--- src/rtl/peak_counter_ctrl.sv ---
// Frame controller for a bank of channel counters: gates counting, loads the
// datapath shift register and streams CNTR_DEPTH words to a host FIFO.
module peak_counter_ctrl #(
  parameter int CNTR_WIDTH = 8,
  parameter int CNTR_DEPTH = 24,
  parameter int GATE_W     = 24
) (
  input  logic                  clk,
  input  logic                  rst,
  input  logic                  start,
  input  logic                  abort,
  input  logic                  continuous,
  input  logic [GATE_W-1:0]     gate_len,
  output logic                  counter_clk_en,
  output logic                  sreg_load_en,
  output logic                  sreg_shift_en,
  input  logic [CNTR_WIDTH-1:0] count_out,
  input  logic                  count_vld_out,
  input  logic [CNTR_DEPTH-1:0] overflow_out,
  output logic [CNTR_WIDTH-1:0] out_data,
  output logic                  out_valid,
  input  logic                  out_ready,
  output logic [CNTR_DEPTH-1:0] ovf_flags,
  output logic                  busy,
  output logic                  frame_done
);

  localparam int IDX_W = (CNTR_DEPTH > 1) ? $clog2(CNTR_DEPTH) : 1;

  localparam logic [2:0] S_IDLE  = 3'd0;
  localparam logic [2:0] S_COUNT = 3'd1;
  localparam logic [2:0] S_LOAD  = 3'd2;
  localparam logic [2:0] S_SHIFT = 3'd3;
  localparam logic [2:0] S_DONE  = 3'd4;

  localparam logic [IDX_W-1:0]  IDX_ZERO = IDX_W'(0);
  localparam logic [IDX_W-1:0]  IDX_ONE  = IDX_W'(1);
  localparam logic [IDX_W-1:0]  LAST_IDX = IDX_W'(CNTR_DEPTH - 1);
  localparam logic [GATE_W-1:0] G_ZERO   = GATE_W'(0);
  localparam logic [GATE_W-1:0] G_ONE    = GATE_W'(1);

  logic [2:0]            state;
  logic [2:0]            state_nxt;
  logic [GATE_W-1:0]     timer;
  logic [GATE_W-1:0]     timer_nxt;
  logic [IDX_W-1:0]      idx;
  logic [IDX_W-1:0]      idx_nxt;
  logic [CNTR_DEPTH-1:0] ovf_nxt;
  logic                  accept;

  // A zero gate length still yields a single counting cycle.
  function automatic logic [GATE_W-1:0] gate_init(input logic [GATE_W-1:0] g);
    gate_init = (g == G_ZERO) ? G_ONE : g;
  endfunction

  assign accept        = out_valid & out_ready;
  assign sreg_shift_en = accept;
  assign out_data      = count_out;

  // Next-state, gate timer, word index and overflow capture.
  always_comb begin
    state_nxt = state;
    timer_nxt = timer;
    idx_nxt   = idx;
    ovf_nxt   = ovf_flags;
    if (abort) begin
      state_nxt = S_IDLE;
    end else begin
      case (state)
        S_IDLE: begin
          if (start) begin
            state_nxt = S_COUNT;
            timer_nxt = gate_init(gate_len);
          end else begin
            state_nxt = S_IDLE;
          end
        end
        S_COUNT: begin
          if (timer <= G_ONE) begin
            state_nxt = S_LOAD;
            timer_nxt = G_ZERO;
          end else begin
            timer_nxt = timer - G_ONE;
          end
        end
        S_LOAD: begin
          if (count_vld_out) begin
            state_nxt = S_SHIFT;
            idx_nxt   = IDX_ZERO;
            ovf_nxt   = overflow_out;
          end else begin
            state_nxt = S_LOAD;
          end
        end
        S_SHIFT: begin
          // The index saturates at the last word; that accept ends the frame.
          if (accept) begin
            if (idx == LAST_IDX) begin
              state_nxt = S_DONE;
            end else begin
              idx_nxt = idx + IDX_ONE;
            end
          end else begin
            state_nxt = S_SHIFT;
          end
        end
        S_DONE: begin
          if (continuous) begin
            state_nxt = S_COUNT;
            timer_nxt = gate_init(gate_len);
          end else begin
            state_nxt = S_IDLE;
          end
        end
        default: begin
          state_nxt = S_IDLE;
        end
      endcase
    end
  end

  // State, timer, index and captured overflow flags.
  always_ff @(posedge clk or posedge rst) begin
    if (rst) begin
      state     <= S_IDLE;
      timer     <= G_ZERO;
      idx       <= IDX_ZERO;
      ovf_flags <= {CNTR_DEPTH{1'b0}};
    end else begin
      state     <= state_nxt;
      timer     <= timer_nxt;
      idx       <= idx_nxt;
      ovf_flags <= ovf_nxt;
    end
  end

  // Control outputs are registered from the next state so they change cleanly.
  always_ff @(posedge clk or posedge rst) begin
    if (rst) begin
      counter_clk_en <= 1'b0;
      sreg_load_en   <= 1'b0;
      out_valid      <= 1'b0;
      busy           <= 1'b0;
      frame_done     <= 1'b0;
    end else begin
      counter_clk_en <= (state_nxt == S_COUNT);
      sreg_load_en   <= (state_nxt == S_LOAD);
      out_valid      <= (state_nxt == S_SHIFT);
      busy           <= (state_nxt != S_IDLE);
      frame_done     <= (state_nxt == S_DONE);
    end
  end

endmodule

--- config.mk ---
export PLATFORM = sky130hd
export DESIGN_NAME = peak_counter_ctrl
export DESIGN_NICKNAME = d
export VERILOG_FILES = /design/src/rtl/peak_counter_ctrl.sv
export SDC_FILE = /design/constraint.sdc
export NUM_CORES = 1
export LEC_CHECK = 0
export ABC_AREA = 0
export ABC_CLOCK_PERIOD_IN_PS = 3050
export CORE_UTILIZATION = 40
export CTS_CLUSTER_DIAMETER = 30
export DETAILED_ROUTE_END_ITERATION = 8
export PLACE_DENSITY = 0.77
export REMOVE_ABC_BUFFERS = 1
export SYNTH_ARGS = -nofsm -noshare
export SYNTH_HDL_FRONTEND = slang
export SYNTH_SLANG_ARGS = --single-unit
--- constraint.sdc ---
create_clock -name clk -period 3.05 [get_ports clk]
set_input_delay 0.305 -clock clk [delete_from_list [all_inputs] [get_ports clk]]
set_output_delay 0.305 -clock clk [all_outputs]
set_load 0.005 [all_outputs]
==> impl_metrics.tcl, run 1 <==
set metrics [dict create \
    status "finished clean" \
    first_pass_iters 5 \
    ctsHoldBuffers 0 \
    grt_overflow 0 \
    synth_edf_count 0 \
    postSynthCellCount 317 \
    ctsHtreeMaxLevel 3 \
    root_buffer "clkbuf_8" \
    yosysTopAreaCellShare_pct 47.4 \
    grt_pass1_wl_um 13400 \
    crit_type "reg2reg" \
    drive_gt1_share_pct 14.5 \
    syn-cell-area_sq_um 3220 \
    synth-adder-area-share_pct 1.17 \
    synthTopCellsByArea "dfrtp_1 47%, mux2_2 8.4%, o21ai_0 3.0%, nand2_1 2.3%, nor2_1 2.3%" \
    tritoncts "done" \
    crit_end "timer[5]" \
    place_ws_ns 0.691 \
    synth_top_cells_by_count "61 x dfrtp_1, 24 x mux2_2, 20 x nand2_1, 20 x nor2_1, 19 x o21ai_0" \
    fin_ws_ns 0.662 \
    ff2ff_setup_slack_ns 0.66 \
    layout_min_cycle_time_ns 2.39 \
    clock_latency_ns 0.34 \
    clk_path_buf_depth 2 \
    drv_cap 0 \
    crit_path_end_kind "register" \
    vias 2906 \
    post-dp-hpwl_um 6000 \
    max_freq_mhz 419 \
    fin_total_pwr_w 0.00214 \
    via_per_inst 5.78 \
    synth-xor-area-share_pct 0.544 \
    cts.sinks 61 \
    synth_most_common_cell "dfrtp_1" \
    antenna_left 0 \
    avgSynthCellArea_sq_um 10.2 \
    finClkSkew_ns 0.0103 \
    route.detailed.drc 0 \
    tns_ns 0 \
    wire_per_inst_um 16.2 \
    track_usage_pct 20.2 \
    maxSlewViolCount 0 \
    powerDensity_nw_per_um2 495 \
    nets 463 \
    final_cell_area_sq_um 4320 \
    cts_buffers 9 \
    crit_arrival_ns 2.62 \
    worst_slew_pin_slew_ns 0.650 \
    synth-seq-cells 61 \
    slew_headroom_pct 56.6 \
    portBuffers 84 \
    syn_to_final_growth_pct 34.3 \
    first_global_vias 2800 \
    ys_seq_area_share_pct 47.4 \
    ff2ff_path_depth 6 \
    timing.final.crit_share_pct 78.3 \
    synthMuxAreaShare_pct 8.71 \
    core-area_sq_um 7770 \
    rows 32 \
    fp.dieArea_sq_um 8410 \
    io_pins 101 \
    rsz0062_at_grt "false" \
    leakage_nw 1.82 \
    die_h_um 91.7 \
    die_x_um 91.7 \
    setup_viol 0 \
    hold_viol_final 0 \
    ys_types 51 \
    reg2reg_from "timer[14]" \
    power.ir.vdd_worst_mv 0.236 \
    synth_compound_area_share_pct 18.6 \
    yosysTopAreaCell "dfrtp_1" \
    antenna_found_initial 0 \
    routed_wl_um 8140 \
    cp.required_ns 3.28 \
    async_reset_ff_share_pct 100 \
    cts_setup_buffers 0 \
    worstSetupStartpointType "register" \
    antennaDiodeCount 0 \
    cts_repair_resize_count 0 \
    crit_fanout 20 \
    synth_top_family_by_area "compound AO/OA/AOI/OAI gates" \
    hold_path_class "in2async" \
    timing.rr.end "timer[5]" \
    start_util_pct 41.4 \
    clkSlewWorstSetupHoldPaths_ns 0.07 \
    crit_start "timer[14]" \
    gp_congestion 0.914 \
    ys.flop_type "dfrtp_1" \
    yosys_warnings 0 \
    synth-simple-area-share_pct 17.7 \
    placed_area_sq_um 4120 \
    drtIter0Drc 181 \
    grt_max_degree 32 \
]
layout by cell type (no fill, tap or decap), drive strengths merged, types with 2 or more instances in the layout:
master	synthesis	routed
clkdlybuf4s50	0	84
nand3b	2	2
nor3	15	15
nand2	20	20
o21ai	25	25
and4	3	3
a22oi	9	9
dfrtp	61	61
o22ai	4	4
clkbuf	11	11
a22o	7	7
inv	10	10
nand3	10	10
nor3b	2	2
o2bb2ai	7	7
and2	4	4
a31oi	3	3
xor2	2	2
or2	2	2
nand2b	2	2
o31ai	4	4
mux2	24	24
clkinv	0	2
a21oi	6	6
nor2	20	20
o41ai	5	5
nor4	14	14
ha	3	3
a32oi	6	6
nand4	4	4
buf	15	11
area by class of cell:
class                   instances  area (sq um)
clock buffers                  11           151
fillers                       684          3440
well taps                     102           128
inverters                      10          37.5
multi-input cells             220          1510
flip-flops and latches         61          1530
clock inverters                 4          47.5
repair buffers                 95           923
power by group:
group / switching [W] / leakage [nW] / internal, W / total, W
clock: 0.000312 / 0.101 / 0.000414 / 0.000726
combinational: 0.000204 / 0.915 / 0.000221 / 0.000425
sequential: 0.0000967 / 0.800 / 0.000894 / 0.000991
total: 0.000613 / 1.82 / 0.00153 / 0.00214
cell families (layout without fill, tap and decap cells):
logic type / after synthesis / in the layout
flip-flops: 61 / 61
buffers and inverters: 36 / 120
AND/OR/NAND/NOR: 104 / 104
XOR/XNOR: 2 / 2
AO/OA/AOI/OAI: 86 / 86
multiplexers: 25 / 25
adder cells (fa/ha/maj): 3 / 3
registers in the layout (all words and copies together), names as in the netlist:
| signal | flops |
|---|---|
| busy | 1 |
| timer | 24 |
| sreg_load_en | 1 |
| frame_done | 1 |
| out_valid | 1 |
| state | 3 |
| counter_clk_en | 1 |
| idx | 5 |
| ovf_flags | 24 |
metrics by stage:
step	hold WS (ns)	instances	util [%]
after floorplan	0.374	291	-
after global placement	0.473	488	53.1
after detailed placement	0.482	488	53.1
after CTS	0.389	503	55.7
after global routing	0.442	503	55.7
final	0.378	503	55.7
metal layers:
metal | up-vias | GRT usage (%) | wire (um) | part of all wire [%]
met2 | 152 | 32.5 | 3820 | 47
met3 | 16 | 5.56 | 660 | 8.1
li1 | 1346 | - | - | -
met4 | 0 | 8.33 | 154 | 1.9
met1 | 1392 | 25.7 | 3510 | 43
met5 | - | 0 | 0 | 0
worst min-delay path by stage:
stage	startpoint	end	slack, ns	depth (start not counted)
after floorplan	abort	state[1]	0.37	1
after global placement	timer[13]	timer[13]	0.47	1
after detailed placement	timer[13]	timer[13]	0.48	1
after CTS	rst	timer[7]	0.39	2
after global routing	rst	timer[7]	0.44	2
final	rst	timer[7]	0.38	2
worst max-delay path, cell delays in order (launching register included):
cell and delay (ns):
dfrtp_1 0.46, nor4_1 0.49, and4_1 0.40, a21o_1 0.29, buf_4 0.28, o41ai_1 0.12
a22o_1 0.23
Power figures use the tool's default switching activity.
==> run 2: changes to the inputs <==
--- a/config.mk
+++ b/config.mk
@@ -6,11 +6,11 @@
 export NUM_CORES = 1
 export LEC_CHECK = 0
 export ABC_AREA = 0
-export ABC_CLOCK_PERIOD_IN_PS = 3050
+export ABC_CLOCK_PERIOD_IN_PS = 2100
 export CORE_UTILIZATION = 40
 export CTS_CLUSTER_DIAMETER = 30
 export DETAILED_ROUTE_END_ITERATION = 8
-export PLACE_DENSITY = 0.77
+export PLACE_DENSITY = 0.8
 export REMOVE_ABC_BUFFERS = 1
 export SYNTH_ARGS = -nofsm -noshare
 export SYNTH_HDL_FRONTEND = slang
==> constraint.sdc (replaced) <==
create_clock -name clk -period 2.1 [get_ports clk]
set_input_delay 0.21 -clock clk [delete_from_list [all_inputs] [get_ports clk]]
set_output_delay 0.21 -clock clk [all_outputs]
set_load 0.005 [all_outputs]
==> impl_metrics.tcl, run 2 (synthesis results as in run 1) <==
set metrics [dict create \
    status "finished clean" \
    reg_top3 "ovf_flags x24, timer x24, idx x5" \
    cp.required_ns 2.38 \
    layout_min_cycle_time_ns 1.97 \
    place_ws_ns 0.0360 \
    timing.final.crit_share_pct 93.6 \
    final_util_pct 59.4 \
    finClkSkew_ns 0.00577 \
    hold_viol_final 0 \
    routed_wl_um 8530 \
    via_per_inst 5.77 \
    antenna_left 0 \
    drive_gt1_share_pct 20.5 \
    ctsHoldBuffers 0 \
    layout_commonest_cell "clkdlybuf4s50_1" \
    fin_ws_ns 0.135 \
    fp.dieArea_sq_um 8410 \
    swShare_pct 28.1 \
    max_freq_mhz 509 \
    stdcell_count 526 \
    core-area_sq_um 7770 \
    vias 3036 \
    track_usage_pct 21.1 \
    cell_internal_pwr_w 0.00249 \
    slew_headroom_pct 66.4 \
    io_pins 101 \
    drv_cap 0 \
    tritoncts "done" \
    drtIter0Drc 190 \
    clock_latency_ns 0.34 \
    grt_overflow 0 \
    first_global_vias 2976 \
    pwr-share-comb_pct 21.5 \
    power.ir.vdd_worst_mv 0.398 \
    wire_per_inst_um 16.2 \
    cts_buffers 9 \
    pwr-share-clk_pct 37.2 \
    gp_congestion 0.946 \
    grt_max_degree 27 \
    crit_type "reg2reg" \
    clk_path_buf_depth 2 \
    cts.sinks 61 \
    first_pass_iters 5 \
    worst_slew_pin_slew_ns 0.503 \
    start_util_pct 41.4 \
    crit_fanout 23 \
    antennaDiodeCount 0 \
    rows 32 \
    seq_power_share_pct 41.3 \
    hold_path_class "in2async" \
    portBuffers 84 \
    powerDensity_nw_per_um2 750 \
    root_buffer "clkbuf_8" \
    grt_pass1_wl_um 13800 \
    setup_viol 0 \
    antenna_found_initial 0 \
    crit_arrival_ns 2.25 \
    maxSlewViolCount 0 \
    worstSetupStartpointType "register" \
    route.detailed.drc 0 \
    dp_cells 507 \
    nets 485 \
    netSwitchingPower_w 0.000972 \
    post-dp-hpwl_um 6340 \
    leakage_nw 1.98 \
    clkSlewWorstSetupHoldPaths_ns 0.07 \
    crit_path_end_kind "register" \
    die_h_um 91.7 \
    die_x_um 91.7 \
    syn_to_final_growth_pct 43.4 \
    ctsHtreeMaxLevel 3 \
    layout_common_cells "84 x clkdlybuf4s50_1, 60 x dfrtp_1, 30 x buf_4, 24 x mux2_2" \
    hold_slack_ns 0.222 \
]
## run 2: final cells by class
| cell class | count | area [sq um] |
|---|---|---|
| Clock buffer | 9 | 124 |
| Sequential cell | 61 | 1530 |
| Timing Repair Buffer | 117 | 1130 |
| Clock inverter | 7 | 123 |
| Tap cell | 102 | 128 |
| Fill cell | 652 | 3150 |
| Inverter | 10 | 37.5 |
| Multi-Input combinational cell | 220 | 1550 |
## run 2: power by group through the flow
stage	combinational (W)	sequential [W]	clock (W)
after floorplan	0.000334	0.00143	0
after global routing	0.000812	0.00144	0.00138
after global placement	0.000697	0.00143	0
final	0.000744	0.00143	0.00129
after detailed placement	0.000710	0.00144	0
after CTS	0.000713	0.00142	0.00132
## run 2: routing by layer
| layer | routed length (um) | GRT usage [%] | up-vias |
|---|---|---|---|
| met1 | 3560 | 26.6 | 1469 |
| met5 | 0 | 0 | - |
| li1 | - | - | 1397 |
| met3 | 662 | 6.47 | 15 |
| met4 | 129 | 6.51 | 0 |
| met2 | 4180 | 34.9 | 155 |
## run 2: final timing paths
path / to / cells past startpoint / from / slack [ns]
worst max register to register: timer[12] / 8 / timer[0] / 0.13
min in group clk: out_data[0] / 0 / count_out[0] / 0.42
worst max-delay path: timer[12] / 8 / timer[0] / 0.13
max in group asynchronous: ovf_flags[5] / 3 / rst / 1.30
worst min-delay path: timer[4] / 2 / rst / 0.22
worst min register to register: timer[13] / 1 / timer[13] / 0.50
## run 2: what timing repair did
item	in CTS	in global routing
setup buffers	0	3
endpoints found under the setup margin	0	5
resized for setup	0	7
hold endpoints to repair	0	0
## run 2: metrics by stage
step	total power (W)	area, sq um	TNS [ns]
after floorplan	0.00176	3070	-4.87
after global placement	0.00213	4300	0
after detailed placement	0.00215	4300	0
after CTS	0.00345	4550	0
after global routing	0.00363	4620	-0.00403
final	0.00346	4620	0
## run 2: critical path, cell delays in order (launching register included)
cell and delay (ns):
dfrtp_2 0.40, inv_1 0.08, ha_1 0.22, nor2_1 0.12
and4b_2 0.26, a21o_1 0.20, buf_12 0.17, o41ai_2 0.26
a22o_1 0.19
==> run 3: changes to the inputs <==
--- a/config.mk
+++ b/config.mk
@@ -6,7 +6,6 @@
 export NUM_CORES = 1
 export LEC_CHECK = 0
 export ABC_AREA = 0
-export ABC_CLOCK_PERIOD_IN_PS = 2100
 export CORE_UTILIZATION = 40
 export CTS_CLUSTER_DIAMETER = 30
 export DETAILED_ROUTE_END_ITERATION = 8
==> results of run 3 <==
Final layout, timing and power as in run 2 (identical DEF).
